`config.mk`:
```
export PLATFORM = sky130hd
export DESIGN_NAME = disp_value_sel
export DESIGN_NICKNAME = d
export VERILOG_FILES = /design/src/rtl/disp_value_sel.sv
export SDC_FILE = /design/constraint.sdc
export NUM_CORES = 1
export LEC_CHECK = 0
export CAP_MARGIN = 5
export CELL_PAD_IN_SITES_DETAIL_PLACEMENT = 1
export CELL_PAD_IN_SITES_GLOBAL_PLACEMENT = 1
export CORE_MARGIN = 2
export CORE_UTILIZATION = 25
export CTS_BUF_LIST = sky130_fd_sc_hd__clkbuf_4 sky130_fd_sc_hd__clkbuf_8
export DETAILED_ROUTE_END_ITERATION = 8
export PLACE_DENSITY = 0.78
export SLEW_MARGIN = 20
export SYNTH_ARGS = -nofsm -noshare
export SYNTH_HDL_FRONTEND = slang
export SYNTH_SLANG_ARGS = --single-unit
```
`constraint.sdc`:
```
create_clock -name clk -period 1.8 [get_ports clk]
set_input_delay 0.45 -clock clk [delete_from_list [all_inputs] [get_ports clk]]
set_output_delay 0.45 -clock clk [all_outputs]
set_load 0.1 [all_outputs]
```
`src/rtl/disp_value_sel.sv`:
```
// Debug display source selector: debounces two push buttons, cycles through
// PC / instruction / ALU / register-file views and registers the selected word.
module disp_value_sel #(
  parameter int unsigned DB_CYCLES = 500000
) (
  input  logic        clk,
  input  logic        rst_n,
  input  logic        key_mode_n,
  input  logic        key_idx_n,
  input  logic        freeze,
  input  logic [31:0] pc,
  input  logic [31:0] instr,
  input  logic [31:0] alu_res,
  input  logic [31:0] rf_rdata,
  output logic [4:0]  rf_raddr,
  output logic [1:0]  mode,
  output logic [31:0] disp_val
);

  localparam int unsigned CntW = $clog2(DB_CYCLES);
  localparam logic [CntW-1:0] CntMax = CntW'(DB_CYCLES - 1);

  typedef enum logic [1:0] {StPc, StInstr, StAlu, StReg} view_e;

  // Bit 0 is the mode key, bit 1 the index key.
  logic [1:0]           key_raw;
  logic [1:0]           sync1_q, sync2_q;
  logic [1:0]           stable_q, stable_d, stable_prev_q;
  logic [1:0][CntW-1:0] cnt_q, cnt_d;
  logic [1:0]           press;
  logic                 mode_ev, idx_ev;

  view_e       state_q, state_d;
  logic [4:0]  idx_q, idx_d;
  logic [31:0] disp_q, disp_d;

  assign key_raw = {key_idx_n, key_mode_n};

  always_comb begin
    stable_d = stable_q;
    cnt_d    = '0;
    for (int k = 0; k < 2; k++) begin
      if (sync2_q[k] != stable_q[k]) begin
        if (cnt_q[k] == CntMax) begin
          stable_d[k] = sync2_q[k];
        end else begin
          cnt_d[k] = cnt_q[k] + CntW'(1);
        end
      end
    end
  end

  // Falling edge of the debounced level; release produces nothing.
  assign press   = stable_prev_q & ~stable_q;
  assign mode_ev = press[0];
  assign idx_ev  = press[1];

  always_comb begin
    state_d = state_q;
    idx_d   = idx_q;
    if (mode_ev) begin
      unique case (state_q)
        StPc:    state_d = StInstr;
        StInstr: state_d = StAlu;
        StAlu:   state_d = StReg;
        StReg:   state_d = StPc;
        default: state_d = StPc;
      endcase
    end else if (idx_ev && state_q == StReg) begin
      idx_d = idx_q + 5'd1;
    end
  end

  always_comb begin
    disp_d = disp_q;
    if (!freeze) begin
      unique case (state_q)
        StPc:    disp_d = pc;
        StInstr: disp_d = instr;
        StAlu:   disp_d = alu_res;
        StReg:   disp_d = rf_rdata;
        default: disp_d = pc;
      endcase
    end
  end

  always_ff @(posedge clk) begin
    if (!rst_n) begin
      sync1_q       <= 2'b11;
      sync2_q       <= 2'b11;
      stable_q      <= 2'b11;
      stable_prev_q <= 2'b11;
      cnt_q         <= '0;
      state_q       <= StPc;
      idx_q         <= 5'd0;
      disp_q        <= 32'h0000_0000;
    end else begin
      sync1_q       <= key_raw;
      sync2_q       <= sync1_q;
      stable_q      <= stable_d;
      stable_prev_q <= stable_q;
      cnt_q         <= cnt_d;
      state_q       <= state_d;
      idx_q         <= idx_d;
      disp_q        <= disp_d;
    end
  end

  assign mode     = state_q;
  assign rf_raddr = idx_q;
  assign disp_val = disp_q;

endmodule

```
=== After elaboration in Yosys (flattened, before gate mapping) ===
Index checks and enable logic that the tools add are counted.

* $add $sub $neg: 3
* Eq/ne operators: 7
* Mux-type cells: 2
* Bitwise operators: 6
* Reductions and logical operators: 7

{| class="wikitable"
|+ Operator list
! operator !! number
|-
| $pmux 32 s4 || 1
|-
| $add 19x1->19 const B || 2
|-
| $eq 19x19->1 const B || 2
|-
| $pmux 2 s4 || 1
|-
| $reduce_and 2->1 || 3
|-
| $reduce_or 3->1 || 2
|-
| $add 5x1->5 const B || 1
|-
| $eq 2x2->1 const B || 2
|-
| $not 1->1 || 4
|-
| $and 2x2->2 || 1
|-
| $eq 2x1->1 const B || 1
|-
| $logic_not 2->1 || 1
|-
| $ne 1x1->1 || 2
|-
| $not 2->2 || 1
|-
| $logic_and 1x1->1 || 1
|}

* Flip-flop bits (word level): 85
* Input port bits: 133
* Output and inout bits: 39
* Logic and storage cells: 35

=== Depth between registers and ports, before layout ===
Gate-level depths: netlist (run 1).

* Depth in word-level cells: 4
* Depth in mapped cells: 7

=== Worst setup path after synthesis (run 1) ===
Ideal clock, no wire load.

* Path kind: flip-flop to flip-flop
* Start: register state_q[0], in the netlist mode[0]
* End: register disp_q[22], in the netlist disp_val[22]
* Setup time: 0.124 ns
* Arrival: 2.218 ns
* Data required time: 1.676 ns
* Setup slack: -0.542 ns
* Stages on the path, launching flop included: 8
* Buffers on the path: 2
* Clock period less this slack: 2.342 ns
* Path through: dfxtp_1 inv_1 ha_1 clkbuf_1 clkbuf_1 a222oi_1 a211o_1 a21boi_0

* Cells in the longest elaborated chain, start to end: 2
* Elaborated cells between the ends (all ways): 5
* Classes of those cells: 3 x eq/ne; 1 x mux; 1 x reduce/logical

{| class="wikitable"
|+ RTL lines
! what !! RTL line !! text
|-
| start, declared || 33 || <nowiki>view_e state_q, state_d;</nowiki>
|-
| start signal, assigned || 94 || <nowiki>state_q <= StPc;</nowiki>
|-
| start signal, assigned || 103 || <nowiki>state_q <= state_d;</nowiki>
|-
| $eq 2x2->1 (tied with other cells) || 77 || <nowiki>unique case (state_q)</nowiki>
|-
| $pmux 32 s4 (*) || 77 ||
|-
| end signal, assigned || 105 || <nowiki>disp_q <= disp_d;</nowiki>
|-
| end, declared || 35 || <nowiki>logic [31:0] disp_q, disp_d;</nowiki>
|}

Mark *: on every way between the ends. The rest lies on a longest branch, timed or not.
A chain may end at the register's enable or synchronous reset.

=== Final worst setup path (run 1) ===
* Start: register state_q[0], in the netlist mode[0]
* End: register disp_q[26], in the netlist disp_val[26]

The elaborated chain is that of the path after synthesis.

==> impl_results.md, run 1 <==
- Status: complete, no violations
- Fin. max-slew vios: 0
- Setup violators final: 0
- CTS tree: built
- R2r startpoint: mode[0]$_SDFFE_PN0N_
- CTS Buffer Depth: 2
- Levels on crit path: 7
- N_diodes: 0
- Overall power: 4564 µW
- Worst path cell trace: inv_1, ha_1, inv_2, buf_12, nor2_1, a211o_1, a21boi_0
- CP bufs+invs: 3
- Min Clock Period, post-route: 1.680 ns
- Cell variety after synth: 47
- Worst hold stages: 3
- Critical path's largest stage delay: around 0.38 ns
- Clock root buffer: clkbuf_8
- Cell area after synthesis: between 4000 and 5000 µm²
- Synth area leaders: dfxtp_1 (40%), a222oi_1 (7.5%), a211o_1 (6.4%), a21boi_0 (5.7%), nor2_1 (5.7%)
- Pleak: 0.002551 µW
- Syn_nets: 625
- Maximum clock rate: 595.1 MHz
- Share of cells above drive strength 1: 15.78%
- Final weighted congestion of routability-driven global placement: 0.7916
- Detailed Place HPWL: 10,850 µm
- Syn-to-layout area delta: 64.78%
- Yosys warnings: 0
- CP max FO: 33
- Slew headroom: 72.82%
- Vias: 4,401
- Final worst path period share: 93.35%
- WL per Instance: 16.64 µm
- Post-synth top area cell: dfxtp_1
- DR vias/cell: 5.007
- Endpoint class of the critical path: flop
- Crit-path slowest cell: dfxtp_4
- CTS buffer count: 9
- H-tree levels: 3
- VDD IR max: 0.4531 mV
- Worst reg2reg path depth: 7
- RSZ-0062 raised after global routing: false
- Synthesized flop and latch total: 85
- Number of global-route vias before repair: 4,554
- Row cnt: 47
- Sw power: 1199 µW
- Top post-synthesis cells by count: dfxtp_1 (85), nor2_1 (64), nand2_1 (45)
- Reg power frac: 43.1%
- Switching Share: 26.27%
- Cell Int Power: 3365 µW
- Cell family with most CP delay: compound AO/OA/AOI/OAI gates
- Hold crit path type: primary input to flop
- Final Hold Vio Count: 0
- Port bufs: ~170
- Seq/Total Area, Yosys: 40.05%
- Filler cells: 1,871
- Clock Latency Late Sink: 0.37 ns
- Avg Cell Area, Syn: 8.761 µm²
- CP startpoint kind: flop
- Gate Count Post-Synth: between 400 and 500
- Combinational fraction of design power: between 10% and 20%
- Antenna viol nets, final: 0
- Nets: 794
- Clock Power Share: 37.1%
- Worst-path clk slew: approximately 0.090 ns
- Hold endpoint: cnt_q[23]$_SDFF_PP0_
- Worst setup path category: flop to flop
- Initial Util: 25.62%
- Die X: 134.4 µm
- Remaining global-route overflow: 0
- CP arrival: 1.97 ns
- Antenna violations before repair: 0
- DR pass1 iterations: 8
- Ys flop type: dfxtp_1
- Cell Pwr Density: 651.8 nW/µm²
- Die area: 18,060 µm²
- Area of the multi-input gates: 2365 µm²
- R2R setup slack: 0.12 ns
- Async SR Flop Fraction: 0%
- IO Pins: 172
- Most numerous cell in the Yosys netlist: dfxtp_1
- Synth top area share: 40.05%
- Largest net degree at the start of global routing: 65
- CTS Sinks: 85
- DIE HEIGHT: 134.4 µm
- R2R Path End: disp_val[26]$_SDFFE_PN0N_
- DRT Wirelength: 14,630 µm
- Slew @ Worst Pin: 0.4021 ns
- Post-synth EDFFs: 0
- Hold path start: rst_n
- Area of the core: 16,580 µm²
- Worst Clk Skew: roughly 0.016 ns
- Drt initial violations: ~230
- WP data required: 2.09 ns
- Fin util: 42.22%
- Seq. cell area: around 1700 µm²
- GRT Util Overall: between 15 and 20%
- Drt drc: 0
- First-pass GRT wire length: 23,270 µm
- Max-Cap Viols: 0
[worst register-to-register path, delay by kind of cell (launching register included)]
kind                       cells  cell delay (ns)
and+or+nand+nor                1             0.10
DFF                            1             0.38
AOI/OAI and AO/OA              2             0.46
buffers and inverters          3             0.41
adders and majority gates      1             0.26
[flip-flops by register name, indices dropped and copies added, names as in the netlist]
name and count:
cnt_q 38, disp_val 32, mode 2, rf_raddr 5, stable_prev_q 2, stable_q 2
sync1_q 2, sync2_q 2
[cell type report]
type / count / share of cell area (%)
multi-input cells: 354 / 33.77
repair buffers: 195 / 33.70
flip-flops and latches: 85 / 24.50
well taps: 220 / 3.931
clock buffers: 11 / 2.073
clock inverters: 5 / 1.537
inverters: 9 / 0.4825
[stage by stage]
| stage | instance area [µm²] | setup slack, ns | std cells | hold slack, ns | TNS (ns) |
|---|---|---|---|---|---|
| floorplan | 4260 | -0.0001418 | 485 | 0.3863 | -0.001926 |
| global placement | 6728 | 0.1024 | 861 | 0.3912 | 0 |
| detailed placement | 6728 | 0.06908 | 861 | 0.3941 | 0 |
| CTS | 6980 | 0.09444 | 877 | 0.3758 | 0 |
| global route | 7002 | 0.003199 | 879 | 0.3883 | 0 |
| finish | 7002 | 0.1196 | 879 | 0.3926 | 0 |
[how the worst max path moves through the flow]
stage	start	endpoint	slack [ns]
global placement	alu_res[30]	disp_val[30]$_SDFFE_PN0N_	0.10
detailed placement	alu_res[30]	disp_val[30]$_SDFFE_PN0N_	0.07
floorplan	mode[0]$_SDFFE_PN0N_	disp_val[9]$_SDFFE_PN0N_	-0.0001
CTS	mode[0]$_SDFFE_PN0N_	disp_val[26]$_SDFFE_PN0N_	0.09
global route	mode[0]$_SDFFE_PN0N_	disp_val[26]$_SDFFE_PN0N_	0.003
finish	mode[0]$_SDFFE_PN0N_	disp_val[26]$_SDFFE_PN0N_	0.12
[logic make-up after synthesis]
| group | synth area share (%) |
|---|---|
| multiplexers | 0.2650 |
| flip-flops | 40.05 |
| AO/OA/AOI/OAI | 24.00 |
| adder cells (fa/ha/maj) | 2.061 |
| XOR/XNOR | 5.978 |
| AND/OR/NAND/NOR | 23.29 |
| buffers and inverters | 4.358 |
[placed cells by master, fill, tap and decap left out, types with 6 or more instances in the layout]
cell and n:
xor2_1 23, a222oi_1 32, a21oi_1 13, a21boi_0 31, buf_4 17, and2_1 6, nand3_1 14, clkbuf_8 10
xnor2_1 6, buf_12 46, clkdlybuf4s50_1 130, nor2_1 64, inv_1 8, nand4_1 11, ha_1 6, o21ai_0 10
nand2b_1 7, a211o_1 31, dfxtp_1 78, nand2_1 45
[metal layers]
metal	up-vias	GRT usage, %	part of all wire, %
li1	2119	-	-
met1	2125	18.28	41
met2	137	29.56	51
met3	20	3.477	6.0
met4	0	5.789	1.7
met5	-	0	0
[repair_timing]
item | in CTS | in global routing
hold buffers | 0 | 0
setup buffers | 0 | 2
setup endpoints to repair | 0 | 6
gates resized for setup | 0 | 5
[power groups by stage]
stage,logic (µW),clock network [µW],registers (µW)
6_report,903,1690,1970
2_1_floorplan,118,0,2270
5_1_grt,944,1850,1970
3_5_place_dp,907,0,2010
4_1_cts,910,1760,1970
3_3_place_gp,893,0,2010
No activity file was read; power rests on OpenSTA's default activity.
==> run 2, diff against run 1 <==
--- a/config.mk
+++ b/config.mk
@@ -12,7 +12,9 @@
 export CORE_UTILIZATION = 25
 export CTS_BUF_LIST = sky130_fd_sc_hd__clkbuf_4 sky130_fd_sc_hd__clkbuf_8
 export DETAILED_ROUTE_END_ITERATION = 8
+export HOLD_SLACK_MARGIN = 0.03
 export PLACE_DENSITY = 0.78
+export SETUP_SLACK_MARGIN = 0.5
 export SLEW_MARGIN = 20
 export SYNTH_ARGS = -nofsm -noshare
 export SYNTH_HDL_FRONTEND = slang
==> impl_results.md, run 2 (same netlist as run 1, synthesis figures left out) <==
- Commonest non-fill, non-tap cell in the layout: clkdlybuf4s50_1
- N_diodes: 0
- Initial Util: 25.62%
- Post-route cell area: 8426 µm²
- Filler cells: 1,796
- Clock Power Share: about a third
- Worst setup path category: flop to flop
- Post-placement cell area: approximately 6800 µm²
- Critical path's largest stage delay: 0.41 ns
- Vias: 4,877
- Switching Share: between 20 and 30%
- Reg power frac: 43.8%
- DR vias/cell: between 5 and 6
- Clock root buffer: clkbuf_8
- CTS Sinks: 85
- Antenna viol nets, final: 0
- Drt drc: 0
- Most flop-heavy register: cnt_q
- Min Clock Period, post-route: 1.682 ns
- CP startpoint kind: flop
- CP bufs+invs: 5
- VDD IR max: roughly 0.32 mV
- Sw power: about 1300 µW
- Area of the multi-input gates: 2835 µm²
- Antenna violations before repair: 0
- Detailed Place HPWL: 11,510 µm
- Cell family with most CP delay: buffers and inverters
- WP data required: 2.09 ns
- CTS buffer count: 9
- Highest-count cells in the layout ignoring fill and taps: clkdlybuf4s50_1 (130), buf_4 (53), buf_12 (50), dfxtp_2 (42), nand2_1 (41)
- Max reg flops: 38
- Number of global-route vias before repair: 5,286
- Area of the core: around 17,000 µm²
- Maximum clock rate: 594.6 MHz
- Pleak: around 0.0031 µW
- GRT Util Overall: 19.89%
- Worst hold slack: 0.4004 ns
- Seq. cell area: 1841 µm²
- Die X: 134.4 µm
- Final TNS setup: 0 ns
- Worst Clk Skew: 0.01578 ns
- Die area: 18,060 µm²
- CP arrival: 1.98 ns
- Status: complete, no violations
- Overall power: approximately 4500 µW
- CP max FO: 8
- Remaining global-route overflow: 0
- Nets: 862
- Worst-path clk slew: 0.09 ns
- Worst path cell trace: inv_4, buf_6, ha_4, clkinv_8, buf_12, buf_16, nor2_1, a211o_1, a21boi_1
- First-pass GRT wire length: 28,010 µm
- WL per Instance: between 20 and 25 µm
- Final Hold Vio Count: 0
- Combinational fraction of design power: 22.4%
- Setup violators final: 0
- Fin. max-slew vios: 0
- Crit-path slowest cell: dfxtp_4
- Cell Pwr Density: 528.2 nW/µm²
- Hold crit path type: primary input to flop
- Slew headroom: 73.30%
- Max-Cap Viols: 0
- H-tree levels: 3
- Largest net degree at the start of global routing: 65
- Final worst path period share: 93.43%
- DIE HEIGHT: 134.4 µm
- Row cnt: 47
- DRT Wirelength: 19,800 µm
- Syn-to-layout area delta: 98.29%
- Cell Int Power: 3161 µW
- CTS tree: built
- Port bufs: 171
- IO Pins: 172
- DR pass1 iterations: 5
- Drt initial violations: 317
- RSZ-0062 raised after global routing: true
- Endpoint class of the critical path: flop
- Fin util: between 50 and 60%
- Slew @ Worst Pin: 0.4006 ns
- Share of cells above drive strength 1: between 40% and 50%
- Final weighted congestion of routability-driven global placement: 0.7640
- CTS Buffer Depth: 2
- Clock Latency Late Sink: 0.38 ns
run 2: worst reg2reg max path: stages, from the launching register on:
cell	delay (ns)
dfxtp_4	0.41
inv_4	0.06
buf_6	0.11
ha_4	0.18
clkinv_8	0.10
buf_12	0.13
buf_16	0.12
nor2_1	0.06
a211o_1	0.27
a21boi_1	0.16
run 2: final cells by class:
type / instances / area share [%]
timing repair buffer: 263 / 38.09
multi-input combinational: 354 / 33.65
sequential: 85 / 21.84
tap: 220 / 3.267
clock buffer: 12 / 1.886
clock inverter: 4 / 0.6534
inverter: 9 / 0.6089
run 2: path summary, 6_finish.rpt:
check                              from                        to  slack [ns]  depth (start not counted)
hold reg to reg   sync1_q[0]$_SDFF_PN1_     sync2_q[0]$_SDFF_PN1_        0.43                          1
hold / removal                    rst_n     sync2_q[1]$_SDFF_PN1_        0.40                          2
setup / recovery   mode[0]$_SDFFE_PN0N_  disp_val[0]$_SDFFE_PN0N_        0.12                          9
setup reg to reg   mode[0]$_SDFFE_PN0N_  disp_val[0]$_SDFFE_PN0N_        0.12                          9
run 2: routing by layer:
layer / vias up / part of all wire [%] / track usage (%)
met3: 24 / 6.5 / 4.762
met5: - / 0 / 0
met2: 168 / 52 / 37.33
li1: 2268 / - / -
met1: 2417 / 40 / 21.61
met4: 0 / 1.9 / 7.135
run 2: timing repair:
item,CTS,global route
buffers inserted,41,24
pin swaps,36,72
hold buffers,0,0
endpoints found under the setup margin,115,115
cloned,6,6
gates resized for setup,97,83
run 2: metrics by stage:
step	setup WS, ns	instances
2_1_floorplan	0.1005	485
3_3_place_gp	-0.01642	854
3_5_place_dp	-0.1547	854
4_1_cts	0.2212	917
5_1_grt	0.05627	947
6_report	0.1183	947
run 2: power by group through the flow:
stage | Sequential [µW] | Clock, µW | Combinational [µW]
finish | 1950 | 1500 | 998
global route | 1950 | 1630 | 1040
CTS | 1960 | 1540 | 959
detailed placement | 2010 | 0 | 912
global placement | 2010 | 0 | 895
floorplan | 2280 | 0 | 124
